[config.mk]
export PLATFORM = sky130hd
export DESIGN_NAME = thresholding_cfg_sequencer
export DESIGN_NICKNAME = d
export VERILOG_FILES = /design/src/rtl/thresholding_cfg_sequencer.sv
export SDC_FILE = /design/constraint.sdc
export NUM_CORES = 1
export LEC_CHECK = 0
export ABC_AREA = 0
export BUFFER_PORTS_ARGS = -buffer_cell sky130_fd_sc_hd__clkbuf_2
export CAP_MARGIN = 0
export CORE_MARGIN = 4
export CORE_UTILIZATION = 40
export DETAILED_ROUTE_END_ITERATION = 7
export PLACE_DENSITY = 0.78
export SLEW_MARGIN = 10
export SYNTH_ARGS = -nofsm -noshare
export SYNTH_HDL_FRONTEND = slang
export SYNTH_SLANG_ARGS = --single-unit
[constraint.sdc]
create_clock -name clk -period 1.3 [get_ports clk]
set_input_delay 0.26 -clock clk [delete_from_list [all_inputs] [get_ports clk]]
set_output_delay 0.26 -clock clk [all_outputs]
set_load 0.03 [all_outputs]
[src/rtl/thresholding_cfg_sequencer.sv]
// thresholding_cfg_sequencer
//   Bulk-loads threshold tables into the thresholding core's cfg port from an
//   AXI stream of threshold words, and arbitrates that port with the host
//   (AXI-lite adapter) path. The host always wins and is never stalled.
//
// Ports:
//   clk, rst                 clock, synchronous active-high reset
//   start, abort             begin bulk load (IDLE only) / terminate load
//   busy, done               load in progress / one-cycle completion pulse
//   s_thr_tvalid/tready/tdata   threshold word stream (channel-major order)
//   h_en, h_we, h_a, h_d     host cfg access request
//   h_rack, h_q              host read response (passthrough from core)
//   cfg_en, cfg_we, cfg_a, cfg_d   registered cfg access to the core
//   cfg_rack, cfg_q          core read response
module thresholding_cfg_sequencer #(
    parameter int unsigned N  = 4,
    parameter int unsigned WT = 8,
    parameter int unsigned C  = 4,
    parameter int unsigned PE = 2,
    localparam int unsigned CF      = C / PE,
    localparam int unsigned TA_BITS = $clog2(CF) + $clog2(PE) + N
) (
    input  logic               clk,
    input  logic               rst,
    input  logic               start,
    input  logic               abort,
    output logic               busy,
    output logic               done,
    input  logic               s_thr_tvalid,
    output logic               s_thr_tready,
    input  logic [WT-1:0]      s_thr_tdata,
    input  logic               h_en,
    input  logic               h_we,
    input  logic [TA_BITS-1:0] h_a,
    input  logic [WT-1:0]      h_d,
    output logic               h_rack,
    output logic [WT-1:0]      h_q,
    output logic               cfg_en,
    output logic               cfg_we,
    output logic [TA_BITS-1:0] cfg_a,
    output logic [WT-1:0]      cfg_d,
    input  logic               cfg_rack,
    input  logic [WT-1:0]      cfg_q
);

    localparam int unsigned T  = (2 ** N) - 1;
    localparam int unsigned PW = (PE > 1) ? $clog2(PE) : 1;
    localparam int unsigned CW = (CF > 1) ? $clog2(CF) : 1;

    typedef enum logic [1:0] {
        IDLE = 2'd0,
        LOAD = 2'd1,
        DONE = 2'd2
    } state_t;

    state_t         state, state_n;
    logic [N-1:0]   idx, idx_n;
    logic [PW-1:0]  pe, pe_n;
    logic [CW-1:0]  cf, cf_n;

    logic               accept;
    logic               last_word;
    logic [TA_BITS-1:0] load_addr;

    // The loader only ever writes, so every read acknowledge belongs to the host.
    assign h_rack = cfg_rack;
    assign h_q    = cfg_q;

    assign busy         = (state == LOAD);
    assign done         = (state == DONE);
    assign s_thr_tready = (state == LOAD) && !h_en && !abort;
    assign accept       = s_thr_tready && s_thr_tvalid;

    assign last_word = (cf == CW'(CF - 1)) && (pe == PW'(PE - 1)) && (idx == N'(T - 1));

    // Address is {cf, pe, idx}; built by shifting so degenerate CF/PE of 1
    // (zero-width fields) still produce a correct address.
    always_comb begin
        load_addr = (TA_BITS'(cf) << ($clog2(PE) + N))
                  | (TA_BITS'(pe) << N)
                  | TA_BITS'(idx);
    end

    always_ff @(posedge clk) begin
        if (rst) begin
            state <= IDLE;
            idx   <= '0;
            pe    <= '0;
            cf    <= '0;
        end else begin
            state <= state_n;
            idx   <= idx_n;
            pe    <= pe_n;
            cf    <= cf_n;
        end
    end

    always_comb begin
        state_n = state;
        idx_n   = idx;
        pe_n    = pe;
        cf_n    = cf;
        unique case (state)
            IDLE: begin
                if (start && !abort) begin
                    state_n = LOAD;
                    idx_n   = '0;
                    pe_n    = '0;
                    cf_n    = '0;
                end
            end
            LOAD: begin
                if (abort) begin
                    state_n = IDLE;
                    idx_n   = '0;
                    pe_n    = '0;
                    cf_n    = '0;
                end else if (accept) begin
                    // Wrap order: idx innermost, then pe, then cf.
                    if (idx == N'(T - 1)) begin
                        idx_n = '0;
                        if (pe == PW'(PE - 1)) begin
                            pe_n = '0;
                            cf_n = (cf == CW'(CF - 1)) ? '0 : cf + 1'b1;
                        end else begin
                            pe_n = pe + 1'b1;
                        end
                    end else begin
                        idx_n = idx + 1'b1;
                    end
                    if (last_word) begin
                        state_n = DONE;
                    end
                end
            end
            DONE: begin
                state_n = IDLE;
            end
            default: begin
                state_n = IDLE;
            end
        endcase
    end

    // Registered cfg port: host request takes precedence; address/data hold
    // their last value when nothing is issued.
    always_ff @(posedge clk) begin
        if (rst) begin
            cfg_en <= 1'b0;
            cfg_we <= 1'b0;
            cfg_a  <= '0;
            cfg_d  <= '0;
        end else if (h_en) begin
            cfg_en <= 1'b1;
            cfg_we <= h_we;
            cfg_a  <= h_a;
            cfg_d  <= h_d;
        end else if (accept) begin
            cfg_en <= 1'b1;
            cfg_we <= 1'b1;
            cfg_a  <= load_addr;
            cfg_d  <= s_thr_tdata;
        end else begin
            cfg_en <= 1'b0;
            cfg_we <= 1'b0;
        end
    end

endmodule
Yosys cells after proc, flatten, opt, wreduce, memory -nomap -nowiden
Index checks and enable logic that the tools add are counted. W data, S select, Z words.

Eq/ne operators: 8. $add $sub $neg: 3. Reduce and logical (&&, ||, !) cells: 15. Mux-type cells: 29. Bitwise operators: 2.

Operator list (count): $mux W4 (4); $mux W8 (2); $mux W1 (13); $mux W6 (2); $ne A3 B2 Y1 const B (4); $mux W2 (4); $pmux W4 S2 (1); $logic_and A1 B1 Y1 (6); $or A6 B4 Y6 (1); $or A6 B5 Y6 (1); $reduce_and A3 Y1 (2); $reduce_and A5 Y1 (1); $add A4 B1 Y4 const B (1); $eq A4 B4 Y1 const B (1); $pmux W1 S2 (2); $pmux W2 S2 (1); $reduce_and A4 Y1 (1); $reduce_bool A2 Y1 (2); $add A1 B1 Y1 const B (2); $eq A2 B1 Y1 const B (1); $eq A2 B2 Y1 const B (1); $logic_not A1 Y1 (2); $logic_not A2 Y1 (1); $ne A2 B2 Y1 const B (1).

Flip-flop bits (word level): 24. Word-level logic and storage cells: 65.

Logic depth before layout (Yosys ltp)
Depth in word-level cells: 7. Gate-level depth with buffers: 5. Mapped depth without buffers: 5.

Worst setup path before layout
No wires, ideal clock.

Path kind: reg2reg. Start: register idx[0]. End: register state[0]. Data arrival time: 1247 ps. Library setup time: 112 ps. Stages on the path, launching flop included: 6. Path slack: -59 ps. Period minus slack after synthesis: 1359 ps. Cell sequence: dfxtp_1 -> inv_1 -> ha_1 -> nand3_1 -> a221oi_1 -> a2111oi_1.

Longest elaborated chain between the ends: 4.

RTL lines: start: declaration (line 57) `logic [N-1:0] idx, idx_n;`; start signal: assignment (line 92) `idx <= idx_n;`; $eq A4 B4 Y1 (line 74) `assign last_word = (cf == CW'(CF - 1)) && (pe == PW'(PE - 1)) && (idx == N'(T - 1));`; $logic_and A1 B1 Y1 (line 74); $ne A3 B2 Y1 (no source line); $reduce_and A3 Y1 (no source line); end signal: assignment (line 91) `state <= state_n;`; end: declaration (line 56) `state_t state, state_n;`.

No other way between the ends. A chain may end at the register's enable or synchronous reset.

Worst setup path after layout
Start: register state[1]. End: output port s_thr_tready.

Longest elaborated chain between the ends: 3.

RTL lines: $eq A2 B1 Y1 (line 71) `assign s_thr_tready = (state == LOAD) && !h_en && !abort;`; $logic_and A1 B1 Y1 (2 in series) (line 71); end: declaration (line 30) `output logic s_thr_tready,`.

No other way between the ends.

==> summary.md <==
| Metric | Value |
|---|---|
| Outcome | `finished, violations left` |
| Failing checks | `setup timing` |
| Comb pwr share | `22.9%` |
| Yosys warning count | `0` |
| Post-DRT Antenna Nets | `0` |
| P_int | `1.095 mW` |
| Clock Latency Late Sink | `roughly 0.32 ns` |
| Initial Util | `between 40% and 50%` |
| Vias in the first global route | `1099` |
| Worst Hold Launch | `h_a[3]` |
| DR pass1 iterations | `4` |
| VDD IR max | `0.4211 mV` |
| Final wirelength | `about 3100 um` |
| Synth top area cells | `dfxtp_1 (38%), mux2i_1 (13%), a211oi_1 (8.2%), nor2_1 (5.9%), buf_4 (5.3%)` |
| Placer Congestion | `approximately 0.75` |
| Final std cells w/o fill | `239` |
| Min Clock Period, post-route | `1.474 ns` |
| P_leak | `0.7363 nW` |
| Io pins | `66` |
| Hold violation count in the final report | `0` |
| Syn avg cell area | `~9.2 um^2` |
| Worst Max-Slew Pin Slew | `0.2695 ns` |
| WP data required | `1.04 ns` |
| RSZ-0062 raised after global routing | `yes` |
| CTS tree | `yes` |
| RR Endpoint | `cfg_a[1]` |
| DRT iter0 DRCs | `37` |
| Crit path capture type | `output pin` |
| Cts bufs inserted | `3` |
| Syn Inst Count | `139` |
| Final Core Density | `58.24%` |
| Largest fanout on the critical path | `3` |
| Vias | `1178` |
| Reg-to-reg setup timing slack | `-0.01 ns` |
| Sequential-to-total area share from yosys stat | `a little under two fifths` |
| Slowest CP cell | `dfxtp_4` |
| Total GRT Usage | `14.77%` |
| Clock Tree Buf Depth | `2` |
| Yosys reg bits | `24` |
| Initial antenna violation count | `0` |
| Max cap viols | `0` |
| Critical path class | `reg -> out` |
| Hold slack final | `0.1775 ns` |
| Tightest Hold Check Type | `in -> reg` |
| Critical-path cell list | `nor3b_4, and2_4, buf_8` |
| Sequential Power Share | `51.3%` |
| Sw frac | `about 29%` |
| Commonest non-fill, non-tap cells in the layout | `clkbuf_2 (44), dfxtp_1 (21), buf_4 (20)` |
| Worst-path clk slew | `about 0.14 ns` |
| Worst Hold Endpoint | `cfg_a[3]` |
| Fin crit share | `113.4%` |
| Die Area | `4154 um^2` |
| Max Slew Vio Count | `0` |
| Largest net degree at the start of global routing | `20` |
| Fin nets | `236` |
| Ant. Diodes | `0` |
| CTS root buf | `clkbuf_4` |
| Layout cells sized above 1 | `44.10%` |
| R2R cell count | `4` |
| Clock share of power | `around 26%` |
| Residual DRC count | `0` |
| Die Span Y | `around 64 um` |
| Vias per Instance | `4.929` |
| Max Freq | `678.4 MHz` |
| Post-Synthesis Cell Area | `1275 um^2` |
| Slew HR | `between 80 and 90%` |
| Yosys cell types | `31` |
| Reg-to-Reg Start | `state[1]` |
| Worst Hold Depth | `3` |
| P_sw | `446.6 uW` |
| Commonest non-fill, non-tap cell in the layout | `clkbuf_2` |
| Pre-CTS WS | `-0.05980 ns` |
| Die Width | `64.46 um` |
| Total gr overflow | `0` |
| Crit path from | `state[1]` |
| CP arrival | `1.21 ns` |
| Layout area overhead | `39.45%` |
| Worst Skew | `around 0.008 ns` |
| Fin worst setup slack | `-0.1740 ns` |
| Area leader, netlist | `dfxtp_1` |
| Routed len/inst | `13.13 um` |
| DP Cell Count | `229` |
| PD cells | `867.1 nW/um^2` |
| Slowest stage delay, CP | `between 0.3 and 0.4 ns` |
| Row cnt | `20` |
| CP startpoint kind | `flip-flop` |
| Core area | `3053 um^2` |
| CP bufs+invs | `1` |
| Hpwl dp | `2203 um` |
| Sink Count | `24` |
| Area share of the largest cell type after synthesis | `37.68%` |
| Synth Net Count | `approximately 180` |
| # setup viols final | `13` |
| H-tree Lvls | `1` |
| First-pass GRT wire length | `4947 um` |
| Crit path max-delay family | `simple AND/OR/NAND/NOR gates` |
| I/O Buffers | `47` |
-- tightest hold or removal path: stages --
cell      delay (ns)
clkbuf_2        0.08
nor2_1          0.08
a211oi_1        0.05
-- power groups by stage --
stage	combinational [mW]	sequential (mW)	clock [mW]
after floorplan	0.180	0.875	0
after global placement	0.318	0.808	0
after detailed placement	0.320	0.808	0
after CTS	0.334	0.790	0.411
after global routing	0.380	0.797	0.449
final	0.353	0.790	0.398
-- per-layer routing --
metal	track usage, %	up-vias	share of wire, %
met3	1.906	6	5.5
met1	18.66	534	45
li1	-	612	-
met4	7.916	0	1.5
met5	0	-	0
met2	24.36	26	48
-- Yosys cell counts --
| master | number |
|---|---|
| a31oi_1 | 1 |
| nand2b_1 | 6 |
| a211oi_1 | 14 |
| clkbuf_1 | 6 |
| nand4_1 | 2 |
| o2111a_1 | 1 |
| a2111oi_1 | 1 |
| dfxtp_1 | 24 |
| and4bb_1 | 1 |
| nand3b_1 | 1 |
| a221oi_1 | 1 |
| nor2b_1 | 3 |
| nand2_1 | 4 |
| nand4b_1 | 4 |
| a221oi_2 | 1 |
| or3_1 | 2 |
| a22oi_1 | 1 |
| nor3b_2 | 1 |
| nor2_1 | 20 |
| mux2i_1 | 16 |
| o311ai_1 | 1 |
| a21oi_1 | 2 |
| buf_4 | 9 |
| and2_1 | 1 |
| o221ai_1 | 2 |
| inv_1 | 5 |
| nand3_1 | 4 |
| buf_6 | 1 |
| a311oi_1 | 1 |
| ha_1 | 2 |
| buf_8 | 1 |
-- worst max path at each step --
stage | end | cells after the start
2_1_floorplan | state[0] | 5
3_3_place_gp | state[0] | 5
3_5_place_dp | state[0] | 5
4_1_cts | s_thr_tready | 3
5_1_grt | s_thr_tready | 3
6_report | s_thr_tready | 3
-- through the flow --
stage | power (mW) | TNS [ns] | area (um^2)
after detailed placement | 1.128 | -0.1507 | 1589
after global routing | 1.626 | -1.508 | 1778
final | 1.542 | -0.3162 | 1778
after CTS | 1.535 | -0.3692 | 1675
after global placement | 1.126 | -0.02679 | 1589
after floorplan | 1.055 | 0 | 1282
-- registers in the layout, summed over array words and instances (netlist names) --
name	flops
cfg_a	6
cfg_en	1
idx	4
cfg_d	8
pe	1
cf	1
cfg_we	1
state	2
-- timing repair --
item / in CTS / in global routing
gates resized for setup: 11 / 15
setup endpoints to repair: 5 / 19
pin swaps: 4 / 4
hold buffers: 0 / 0
setup buffers: 2 / 3
gates cloned: 0 / 1
-- area by class of cell --
type | count | area, um^2
clock buffer | 4 | 36.28
fill | 298 | 1275
inverter | 5 | 23.77
multi-input combinational | 93 | 723.2
sequential | 24 | 486.7
tap | 44 | 55.05
timing repair buffer | 69 | 452.9
-- cells by family (layout without fill, tap and decap cells) --
logic type                 Yosys count  count (layout)  synth area share [%]
AOI/OAI and AO/OA                   26              26                 16.39
muxes                               16              16                 12.56
and+or+nand+nor                     49              49                 20.80
buffers and inverters               22              78                 10.60
DFF                                 24              24                 37.68
adders and majority gates            2               2                 1.962
(Power assumes the default switching activity.)
